[src/rtl/imm_rot_encoder_pkg.sv]
// Shared types and helpers for the rotated-immediate encoder.
`timescale 1ns/1ps
package imm_rot_encoder_pkg;

  typedef enum logic [1:0] {
    IDLE   = 2'd0,
    SEARCH = 2'd1,
    DONE   = 2'd2
  } state_t;

  localparam int ROT_COUNT   = 16;
  localparam int IMM_FIELD_W = 12;

  // 32-bit rotate left; the upper half of the doubled word shifted left is the rotation.
  function automatic logic [31:0] rol32(input logic [31:0] value, input logic [4:0] amt);
    logic [63:0] dbl;
    dbl = {value, value} << amt;
    return dbl[63:32];
  endfunction

endpackage

[src/rtl/imm_rot_check.sv]
// Tests one rotation candidate: rotating left by 2r must leave only the low byte set.
`timescale 1ns/1ps
module imm_rot_check
  import imm_rot_encoder_pkg::*;
(
  input  logic [31:0] value,
  input  logic [3:0]  r,
  output logic        hit,
  output logic [7:0]  imm8
);

  logic [31:0] cand;

  assign cand = rol32(value, {r, 1'b0});
  assign hit  = (cand[31:8] == 24'd0);
  assign imm8 = cand[7:0];

endmodule

[src/rtl/imm_rot_encoder.sv]
// Iterative encoder from a 32-bit constant to the ARM {rot, imm8} operand-2 field,
// one rotation candidate per cycle, with valid/ready request and response.
`timescale 1ns/1ps
module imm_rot_encoder
  import imm_rot_encoder_pkg::*;
#(
  parameter bit EARLY_EXIT = 1'b1,
  parameter int ROT_COUNT  = 16
) (
  input  logic                   clk,
  input  logic                   reset,
  input  logic                   req_valid,
  output logic                   req_ready,
  input  logic [31:0]            req_value,
  input  logic                   abort,
  output logic                   resp_valid,
  input  logic                   resp_ready,
  output logic                   encodable,
  output logic [3:0]             rot,
  output logic [7:0]             imm8,
  output logic [IMM_FIELD_W-1:0] data12
);

  state_t      state;
  logic [31:0] value_reg;
  logic [3:0]  r_reg;
  logic        found_reg;
  logic [3:0]  hit_rot_reg;
  logic [7:0]  hit_imm_reg;

  logic       cand_hit;
  logic [7:0] cand_imm;
  logic       last_r;
  logic       finish;

  imm_rot_check u_check (
    .value (value_reg),
    .r     (r_reg),
    .hit   (cand_hit),
    .imm8  (cand_imm)
  );

  assign last_r = (r_reg == 4'(ROT_COUNT - 1));
  assign finish = last_r || (EARLY_EXIT && cand_hit);
  // rot/imm8 are zeroed on a miss, so the concatenation already reads zero then.
  assign data12 = {rot, imm8};

  always_ff @(posedge clk or posedge reset) begin
    if (reset) begin
      state       <= IDLE;
      req_ready   <= 1'b1;
      resp_valid  <= 1'b0;
      encodable   <= 1'b0;
      rot         <= 4'd0;
      imm8        <= 8'd0;
      value_reg   <= 32'd0;
      r_reg       <= 4'd0;
      found_reg   <= 1'b0;
      hit_rot_reg <= 4'd0;
      hit_imm_reg <= 8'd0;
    end else begin
      case (state)
        IDLE: begin
          if (req_valid && req_ready) begin
            value_reg <= req_value;
            r_reg     <= 4'd0;
            found_reg <= 1'b0;
            encodable <= 1'b0;
            rot       <= 4'd0;
            imm8      <= 8'd0;
            req_ready <= 1'b0;
            state     <= SEARCH;
          end
        end
        SEARCH: begin
          if (abort) begin
            state      <= IDLE;
            req_ready  <= 1'b1;
            resp_valid <= 1'b0;
            encodable  <= 1'b0;
            rot        <= 4'd0;
            imm8       <= 8'd0;
          end else begin
            // Only the smallest rotation is kept when the full scan runs on.
            if (cand_hit && !found_reg) begin
              found_reg   <= 1'b1;
              hit_rot_reg <= r_reg;
              hit_imm_reg <= cand_imm;
            end
            if (finish) begin
              state      <= DONE;
              resp_valid <= 1'b1;
              if (found_reg) begin
                encodable <= 1'b1;
                rot       <= hit_rot_reg;
                imm8      <= hit_imm_reg;
              end else if (cand_hit) begin
                encodable <= 1'b1;
                rot       <= r_reg;
                imm8      <= cand_imm;
              end else begin
                encodable <= 1'b0;
                rot       <= 4'd0;
                imm8      <= 8'd0;
              end
            end else begin
              r_reg <= r_reg + 4'd1;
            end
          end
        end
        DONE: begin
          if (abort) begin
            state      <= IDLE;
            req_ready  <= 1'b1;
            resp_valid <= 1'b0;
            encodable  <= 1'b0;
            rot        <= 4'd0;
            imm8       <= 8'd0;
          end else if (resp_ready) begin
            state      <= IDLE;
            req_ready  <= 1'b1;
            resp_valid <= 1'b0;
          end
        end
        default: begin
          state      <= IDLE;
          req_ready  <= 1'b1;
          resp_valid <= 1'b0;
        end
      endcase
    end
  end

endmodule

[config.mk]
export PLATFORM = sky130hd
export DESIGN_NAME = imm_rot_encoder
export DESIGN_NICKNAME = d
export VERILOG_FILES = /design/src/rtl/imm_rot_encoder_pkg.sv /design/src/rtl/imm_rot_check.sv /design/src/rtl/imm_rot_encoder.sv
export SDC_FILE = /design/constraint.sdc
export NUM_CORES = 1
export LEC_CHECK = 0
export CAP_MARGIN = 15
export CORE_UTILIZATION = 55
export DETAILED_ROUTE_END_ITERATION = 6
export PLACE_DENSITY = 0.83
export SYNTH_ARGS = -nofsm -noshare
export SYNTH_HDL_FRONTEND = slang
export SYNTH_SLANG_ARGS = --single-unit
[constraint.sdc]
create_clock -name clk -period 4.7 [get_ports clk]
set_clock_uncertainty 0.15 [all_clocks]
set_input_delay 1.41 -clock clk [delete_from_list [all_inputs] [get_ports clk]]
set_output_delay 1.41 -clock clk [all_outputs]
set_load 0.02 [all_outputs]
Word level (Yosys, flattened, before mapping)
Index checks and enable logic that the tools add are counted.

$add $sub $neg: 1. Multiply operators: 0. Divide/modulo/power cells: 0. Magnitude comparators: 0. Equality and inequality tests: 11. Shifts and indexed selects: 1. Multiplexer cells: 42. Bitwise logic cells: 2. Reductions and logical operators: 16.

Operators by type and width (count): 64-bit by 5-bit left shift with 64-bit output (1); 8-bit 2-to-1 mux (6); 4-bit 2-to-1 mux (8); 24-bit logical NOT (1); 8-bit one-hot mux with 3 select lines (1); 1-bit 2-to-1 mux (15); 2-bit inequality test (second input constant) (6); 4-bit one-hot mux with 3 select lines (1); 3-bit AND reduction (4); 4-bit AND reduction (3); 2-bit 2-to-1 mux (5); 1-bit one-hot mux with 3 select lines (3); 4-bit one-hot mux with 2 select lines (1); 3-bit inequality test (second input constant) (2); 2-bit one-hot mux with 3 select lines (1); 4-bit by 1-bit adder with 4-bit output (second input constant) (1); 4-bit equality test (second input constant) (1); 3-bit nonzero test (1); 2-bit by 1-bit equality test with 1-bit output (second input constant) (1); 2-bit equality test (second input constant) (1); 1-bit logical AND (2); 2-bit logical NOT (1); 1-bit inverter (2); 1-bit one-hot mux with 2 select lines (1); other kinds (4) (4).

Register bits: 66. Latch bits: 0. Bits in writable memories: 0. Memory bits (read-only): 0. Bits of input ports: 37. Output and inout bits: 27. Memories kept: 0.

Logic depth before layout (Yosys ltp)
Gate-level depths: netlist of the first run.

Depth in word-level cells: 7. Depth in mapped cells: 13. Depth with buffers taken out: 7.

Modules after synthesis
A second synthesis of the first run with hierarchy kept.

Cell total of the unflattened synthesis: 499. Area total of the unflattened synthesis: 4359.2 um2.

By module, submodules not included: imm_rot_encoder (instances 1, cells an instance 313, area each 2921.6 um2); imm_rot_check (instances 1, cells an instance 186, area each 1437.6 um2).

Worst setup path after synthesis of the first run
Ideal clock, no wire load.

Kind: reg-to-reg. From: reg r_reg[0]. To: reg imm8[0]. Arrival: 2.690 ns. Data required time: 4.425 ns. Slack: 1.734 ns. Stages on the path, launching flop included: 11. Path buffers: 3. Clock period less this slack: 2.966 ns. Cell sequence: dfrtp_1 -> buf_4 -> buf_2 -> mux4_2 -> nor4_1 -> nand2_1 -> o21ai_1 -> o2111ai_4 -> a21oi_4 -> buf_8 -> mux2_4.

Cells in the longest elaborated chain, start to end: 7. Elaborated cells on any way between the ends: 11. Those cells by class: 2 x eq/ne; 1 x shift; 5 x mux; 3 x reduce/logical.

Ends and longest elaborated chain: start, declared (line imm_rot_encoder.sv:26) `logic [3:0] r_reg;`; start signal, assigned (line imm_rot_encoder.sv:107) `r_reg <= r_reg + 4'd1;`; 64-bit by 5-bit left shift with 64-bit output (line imm_rot_encoder_pkg.sv:17) `dbl = {value, value} << amt;`; 24-bit logical NOT (line imm_rot_check.sv:15) `assign hit = (cand[31:8] == 24'd0);`; 8-bit 2-to-1 mux (line imm_rot_encoder.sv:97) `end else if (cand_hit) begin`; 8-bit 2-to-1 mux (line imm_rot_encoder.sv:93) `if (found_reg) begin`; 8-bit 2-to-1 mux (line imm_rot_encoder.sv:90) `if (finish) begin`; 8-bit 2-to-1 mux (line imm_rot_encoder.sv:76) `if (abort) begin`; 8-bit one-hot mux with 3 select lines (line imm_rot_encoder.sv:62) `case (state)`; end signal, assigned (line imm_rot_encoder.sv:96) `imm8 <= hit_imm_reg;`; end signal, assigned (line imm_rot_encoder.sv:100) `imm8 <= cand_imm;`; end, declared (line imm_rot_encoder.sv:20) `output logic [7:0] imm8,`.

Several ways; a longest one is shown, not always the timed one. The select of a mux whose other input is x is not followed. A chain may end at the register's enable or synchronous reset.

Final worst setup path of the first run
From: reg r_reg[2]. To: reg imm8[5].

The elaborated chain is that of the path after synthesis.

==> run metrics, run 1 <==
Tot Pwr=1.114 mW; hold path depth=1; dpl cells=639; DP Worst Slack=0.9273 ns; min Tclk post-route=roughly 3.8 ns; routed wire length per instance=between 15 and 20 um; Hold Buf Count CTS=0; number of synthesized register bits=66; gr usage total=a little under a third; fraction of layout cells with a size suffix above 1=between 10% and 20%; Synth cell types=63; worst relative slew slack=a little over a third; combinational fraction of design power=approximately 4%; most frequent cells in the layout=nand2_1 (135), dfrtp_1 (64), clkdlybuf4s50_1 (63); clock latency on the worst-skew pair=around 0.35 ns; clock sinks=66; Pleak=around 2.5 nW; post-route ant nets=0; post-route insts no fill=655; Post-Syn Nets=between 500 and 600; Ant. Diodes=0; RePlAce Congestion=about 0.95; Setup WS post-layout=0.8672 ns; Max-cap violations=0; core area=approximately 0.0082 mm2; Fin Hold WS=0.3342 ns; largest net degree at the start of global routing=48; peak supply drop=approximately 0.13 mV; Setup Fix Bufs, Post-CTS=0; simple-gate share of the synthesized area=between 10% and 20%; CTS tree=yes; Crit. End Element=flop; internal power=between 0.8 and 0.9 mW; slowest cell delay on critical path=0.96 ns; Resize count post-CTS=0; CTS root buf=clkbuf_8; total grt overflow=0; Largest register FFs=32; Die Wd=93.83 um; final count of negative-setup-slack endpoints=0; initial antenna violation count=0; Compound-Gate Fraction of Synth Area=between 10% and 20%; mux cell area share after synthesis=23.58%; Mapped Area=0.004638 mm2; starting density of the core=a little under three fifths; Post-Synthesis Cells=roughly 510; prevailing post-synth register cell=dfrtp_1; Port Buffers=63; Worst Path Arrival=approximately 3.9 ns; critical path type=reg -> reg; Synth Area in Adders=less than 1%; Setup TNS=0 ns; fin util=about two thirds; outcome=complete, no violations; worst reg2reg setup slack=around 0.87 ns; Worst R2R End=imm8[5]; CP required=around 4.8 ns; die area=a little under 0.009 mm2; Boundary Pins=between 60 and 70; drt drc=0; drt first pass iters=7; Slowest-stage cell, CP=dfrtp_1; CTS Buf Count=9; CTS HTree Levels=3; Worst Hold End=hit_imm_reg[6]; CP Max Fanout=25; global-route wire length before repair=roughly 21000 um; Synth Area in XOR/XNOR=0.1888%; worst r2r path cells=8; Clk pin slew, worst setup/hold paths=around 0.08 ns; async set-reset flop share out of synthesis=100.0%; Final period util=between 80 and 90%; final instance area=about 0.0054 mm2; pins over their slew limit=0; Startpoint Class=flop; Psw=0.2587 mW; sequential share of power=around half; routed via count=between 4000 and 5000; Vias/cell=a little over 6; max frequency=approximately 0.26 GHz; pwr/cell area=205.4 mW/mm2; most common cell after layout, fill and taps aside=nand2_1; Site Rows=33; Cell Area, Placed=0.005220 mm2; Post-DP HPWL=8977 um; Final Hold Viols=0; Least-Margin Pin Slew=between 0.9 and 1 ns; clock power share=between 40% and 50%; nets=slightly below 600; crit path cell chain=buf_4 > mux4_2 > nor2_1 > nand2_1 > a2111oi_2 > o2111ai_4 > a21oi_4 > mux2_2; switch share=between 20% and 30%; Post-synth EDFFs=0; synth warn=0; FF-to-FF Start=r_reg[2]; RSZ-0062 raised after global routing=no; DRT iter0 DRCs=359; Hold Path Origin=hit_imm_reg[6]; DRT Wirelength=between 10000 and 15000 um; Avg Synthesized Cell Area=between 9 and 10 um2; area grow syn2layout=16.91%; Seq/Total Area, Yosys=between 30% and 40%; die height=93.83 um; largest family of logic cells by synthesized area=multiplexers; clock tree buffer depth=2; class of the worst hold path=reg -> reg; vias in the first global route=roughly 3800
[kinds of logic after synthesis]
group	after synthesis
simple gates	213
compound gates	86
mux	74
flops	66
buf+inv	65
xor+xnor	1
fa+ha+maj	1
[cell type report]
class                      instances  area [um2]
timing repair buffer              75       720.7
clock inverter                     6       65.06
fill                             679        2753
clock buffer                      10       137.6
tap                              105       131.4
multi-input combinational        375        2646
sequential                        66        1654
inverter                          18       67.56
[synth_stat cells (2+ instances only)]
cell,n,area [um2]
inv_1,18,67.56
nand2_1,135,506.7
dfrtp_1,65,1627
nand2b_1,3,18.77
mux2_2,6,67.56
nor4_1,2,12.51
buf_4,15,112.6
o2111ai_1,3,26.28
clkbuf_1,14,52.55
nor3b_1,4,30.03
or3_1,2,12.51
mux4_2,24,540.5
o22ai_1,5,31.28
a211oi_1,6,45.04
o211ai_1,3,22.52
o21ai_0,17,85.08
nor2_1,28,105.1
buf_2,13,65.06
mux2_4,9,135.1
and3_1,3,18.77
nand3_1,9,45.04
mux2i_1,35,350.3
a21oi_1,17,85.08
and2_1,3,18.77
o21ai_1,7,35.03
buf_6,3,33.78
a22oi_1,2,15.01
nor3_1,10,50.05
o21a_1,2,15.01
nor2b_1,7,43.79
a21o_1,4,30.03
[power groups by stage]
stage,clock network [mW],registers (mW),logic [mW]
finish,0.503,0.567,0.0434
global route,0.540,0.567,0.0487
CTS,0.507,0.567,0.0447
detailed placement,0,0.579,0.0446
global placement,0,0.579,0.0438
floorplan,0,0.579,0.00938
[critical path, delay by kind of cell, from the launching register on]
kind	cells	cell delay, ns
and+or+nand+nor	2	0.16
muxes	2	0.74
DFF	1	0.96
AOI/OAI and AO/OA	3	1.29
buffers and inverters	1	0.41
[worst max path at each step]
stage,depth (start not counted),slack [ns],startpoint,to
3_5_place_dp,7,0.93,r_reg[2],imm8[4]
6_report,8,0.87,r_reg[2],imm8[5]
5_1_grt,8,0.65,r_reg[2],imm8[4]
4_1_cts,7,0.92,r_reg[2],imm8[4]
2_1_floorplan,1,1.49,reset,encodable
3_3_place_gp,8,1.02,r_reg[2],imm8[5]
[routing by layer]
metal	part of all wire, %	up-vias	routed length (um)	track usage [%]
li1	-	1853	-	-
met1	43	1919	5333	43.94
met2	46	209	5706	46.53
met3	9.3	31	1160	7.605
met4	2.5	0	319	10.90
met5	0	-	0	0
Power figures use the tool's default switching activity.
==> run 2, diff against run 1 <==
clock period = 3.6 ns   (was 4.7 ns; I/O delays follow)
==> run metrics, run 2 (synthesis results as in run 1) <==
Setup TNS=0 ns (unchanged); die area=0.008804 mm2 (unchanged); Setup Fix Bufs, Post-CTS=0 (unchanged); worst r2r path cells=8 (unchanged); wl on met1=5652 um (+6.0%); class of the worst hold path=reg -> reg; Startpoint Class=flop; CTS root buf=clkbuf_8; Port Buffers=63 (unchanged); final count of negative-setup-slack endpoints=0 (unchanged); Worst Path Arrival=3.59 ns (-0.34 ns); Resize count post-CTS=0 (unchanged); most used cell, CP=mux2_2; Fin Hold WS=0.3310 ns (-0.003258 ns); top sig layer=met4; metal2 WL=6115 um (+7.2%); die height=93.83 um (unchanged); Pleak=2.551 nW (+1.8%); total grt overflow=0 (unchanged); CTS Buf Count=9 (unchanged); final instance area=0.005545 mm2 (+2.3%); min Tclk post-route=3.504 ns (-0.3291 ns); DRT iter0 DRCs=298 (-17%); Final Hold Viols=0 (unchanged); Post-DP HPWL=9479 um (+5.6%); area grow syn2layout=19.56%; CP required=3.68 ns (-1.12 ns); CTS tree=yes; Crit. End Element=flop; Largest register FFs=32 (unchanged); Crit. Startpoint=r_reg[1]; peak supply drop=0.1929 mV (+43%); worst reg2reg setup slack=0.1 ns (-0.77 ns); Worst R2R End=imm8[5]; starting density of the core=56.73% (unchanged); RSZ-0062 raised after global routing=no; pwr/cell area=263.4 mW/mm2 (+28%); DRT Wirelength=13090 um (+4.5%); slowest cell delay on critical path=0.59 ns (-0.37 ns); crit path cell chain=mux4_2 > mux2_2 > a2111oi_1 > and3_1 > o2111ai_4 > a21oi_4 > buf_12 > mux2_2; Top Family by Delay on Critical Path=multiplexers; Slowest-stage cell, CP=dfrtp_4; routed via count=4083 (+1.8%); Boundary Pins=64 (unchanged); Clk pin slew, worst setup/hold paths=0.08 ns (about the same); Worst Setup EP=imm8[5]; Ant. Diodes=0 (unchanged); CTS HTree Levels=3 (unchanged); nets=592 (+1.5%); Cell Area, Placed=0.005325 mm2 (+2.0%); outcome=complete, no violations; FF-to-FF Start=r_reg[1]; Least-Margin Pin Slew=0.6738 ns (-0.2954 ns); most frequent cells in the layout=nand2_1 (135), dfrtp_1 (63), clkdlybuf4s50_1 (63); Max-cap violations=0 (unchanged); largest net degree at the start of global routing=41 (-15%); Hold Buf Count CTS=0 (unchanged); Detail Route met3 WL=890 um (-23%); RePlAce Congestion=0.9512 (+0.11%); Die Wd=93.83 um (unchanged); global-route wire length before repair=21160 um (+2.5%); Final period util=97.33% (+16 points); CP Max Fanout=13 (-48%); Worst path depth=8 (unchanged); clock latency on the worst-skew pair=0.35 ns (about the same); Tot Pwr=1.461 mW (+31%); drt first pass iters=6 (-1); clock tree buffer depth=2 (unchanged); critical path type=reg -> reg; pins over their slew limit=0 (unchanged); gr usage total=32.12% (+0.99 points); max frequency=0.2854 GHz (+9.4%); vias in the first global route=4040 (+5.4%); clock sinks=66 (unchanged); worst path bufs/invs=1 (unchanged); post-route ant nets=0 (unchanged); routed wire length per instance=19.71 um (+3.1%); Site Rows=33 (unchanged); worst relative slew slack=54.91% (+20 points); fraction of layout cells with a size suffix above 1=15.56% (+1.4 points); core area=0.008175 mm2 (unchanged); Vias/cell=6.149 (+0.39%); most common cell after layout, fill and taps aside=nand2_1; drt drc=0 (unchanged); initial antenna violation count=0 (unchanged)
## run 2: how the worst min path moves through the flow
stage / end / from / cells past startpoint / slack, ns
global route: hit_imm_reg[6] / hit_imm_reg[6] / 1 / 0.36
floorplan: hit_imm_reg[2] / hit_imm_reg[2] / 1 / 0.30
detailed placement: hit_imm_reg[7] / hit_imm_reg[7] / 1 / 0.32
global placement: hit_imm_reg[2] / hit_imm_reg[2] / 1 / 0.31
finish: hit_imm_reg[7] / hit_imm_reg[7] / 1 / 0.33
CTS: hit_imm_reg[7] / hit_imm_reg[7] / 1 / 0.34
## run 2: layer usage
layer / GRT usage (%) / vias up
li1: - / 1874
met1: 43.07 / 1986
met2: 50.24 / 179
met3: 6.634 / 44
met4: 14.10 / 0
met5: 0 / -
## run 2: per-stage QoR
step | setup slack, ns | utilization (%) | cells
global route | 0.01094 | 67.83 | 664
floorplan | 0.6345 | - | 506
detailed placement | 0.07382 | 65.14 | 648
CTS | 0.06312 | 67.63 | 664
global placement | 0.1812 | 65.14 | 648
finish | 0.09626 | 67.83 | 664
## run 2: final cells by class
| class | count | area, um2 |
|---|---|---|
| Multi-Input combinational cell | 375 | 2659 |
| Fill cell | 654 | 2630 |
| Sequential cell | 66 | 1658 |
| Timing Repair Buffer | 84 | 825.8 |
| Clock buffer | 11 | 141.4 |
| Tap cell | 105 | 131.4 |
| Inverter | 18 | 67.56 |
| Clock inverter | 5 | 62.56 |
## run 2: report_power, final
part | internal, mW | switching, mW
logic | 0.0370 | 0.0208
clock network | 0.343 | 0.319
registers | 0.741 | 0
==> RTL edit (config.mk and constraints of run 2) <==
Change the parameter `EARLY_EXIT` from 1'b1 to 1'b0.
--- a/src/rtl/imm_rot_encoder.sv
+++ b/src/rtl/imm_rot_encoder.sv
@@ -5,5 +5,5 @@
   import imm_rot_encoder_pkg::*;
 #(
-  parameter bit EARLY_EXIT = 1'b1,
+  parameter bit EARLY_EXIT = 1'b0,
   parameter int ROT_COUNT  = 16
 ) (
Formal check against the unedited RTL: not equivalent (a bounded check fails within 4 cycles, from zero or initial values and one cycle with reset high).
==> RTL edit against run 2 <==
Highest routed layer unchanged. Power rose by 5.1%. Die area fell by 4.0%. Critical path depth rose by 1. Sequential cell count did not move. Wire length fell by 18%. Final area fell by 4.2%. Synthesized area fell by 4.0%. Setup slack improved by 0.066 ns.
==> RTL edit: results <==
grt:
  met3_usage: 0.05141
  met2_usage: 0.4397
  grt_max_degree: 32
  grt_pass1_wl_um: 17450
  grt_pass1_vias: 3355
  grtUsageMet1: 0.3605
  grtUsageTotal: 0.2699
drt:
  wl_met2_um: 5309
  drt_iter0_drc: 322
  met1_length_um: 4512
  routed_wl_um: 10780
  dr_wl_met3_um: 702
  first_pass_iters: 7
  routed-via-count: 3481
synthesis:
  synthTopCellsByArea: "dfrtp_1 37%, mux2_2 9.6%, mux4_2 9.1%"
  synth-xor-area-share: 0.005904
  synth_common_cells: "65 x dfrtp_1, 38 x mux2_2, 33 x nand2_1"
  synth_nets: 430
  ys_types: 58
  synthAdderAreaFrac: 0.002811
  synth_compound_area_frac: 0.1327
  ys_seq_area_frac: 0.3714
  synth_cells: 392
  synth_mux_area_frac: 0.3003
power_and_ir_drop:
  max-vdd-ir-drop_mv: 0.1930
  cellLeakagePower_nw: 2.309
  switchingPower_uw: 311.6
critical_path:
  reg2reg_depth: 9
  critPathCapture: "hit_rot_reg[3]"
  reg2reg_to: "hit_rot_reg[3]"
  cpMaxStageDelayCell: "dfrtp_1"
  critical_path.max_stage_delay_ns: 0.68
  critical_path_arrival_ns: 3.52
  cp-startpoint: "r_reg[2]"
  r2r_slack_ns: 0.16
  crit_path_max_fanout: 15
finish:
  layout.nonclk_buf_frac: 0.1525
  drive_above_1_share: 0.2695
  final_nets: 482
  fillers: 607
  signal_buffers: 82
  clk_share: 0.04473
  largest_reg_flops: 32
  multi_input_area_share: 0.4640
  multi_input_gates: 280
  nClkBuffers: 12
  inverters: 5
  regArea_sq_mm: 0.001654
  stdcell_count: 551
sta:
  worstMarginPinSlew_ns: 0.8798
hold_path:
  min-delay-path-class: "flip-flop to flip-flop"
  hp-start: "hit_imm_reg[7]"
placed_design:
  gp_congestion: 0.9463
  placed_cells: 535
  dp_hpwl_um: 7960
run_status:
  status: "finished, final reports clean"
clocking:
  cts.repair.resized: 0
  cts_root_buf: "clkbuf_8"
==> RTL edit: stage by stage <==
stage,util,setup WS [ns],power (mW),hold WS [ns],instance area [sq um]
after floorplan,-,0.3305,0.7672,0.3090,4451
after global placement,0.6537,0.2970,0.8139,0.3183,5077
after detailed placement,0.6537,0.2071,0.8153,0.3321,5077
after CTS,0.6843,0.1876,1.548,0.3437,5315
after global routing,0.6843,0.02490,1.584,0.3681,5315
final,0.6843,0.1623,1.535,0.3412,5315
==> RTL edit: power groups by stage <==
stage / clock, mW / combinational, mW / sequential [mW]
2_1_floorplan: 0 / 0.0117 / 0.755
3_3_place_gp: 0 / 0.0585 / 0.755
3_5_place_dp: 0 / 0.0599 / 0.755
4_1_cts: 0.747 / 0.0601 / 0.741
5_1_grt: 0.779 / 0.0648 / 0.741
6_report: 0.736 / 0.0584 / 0.741
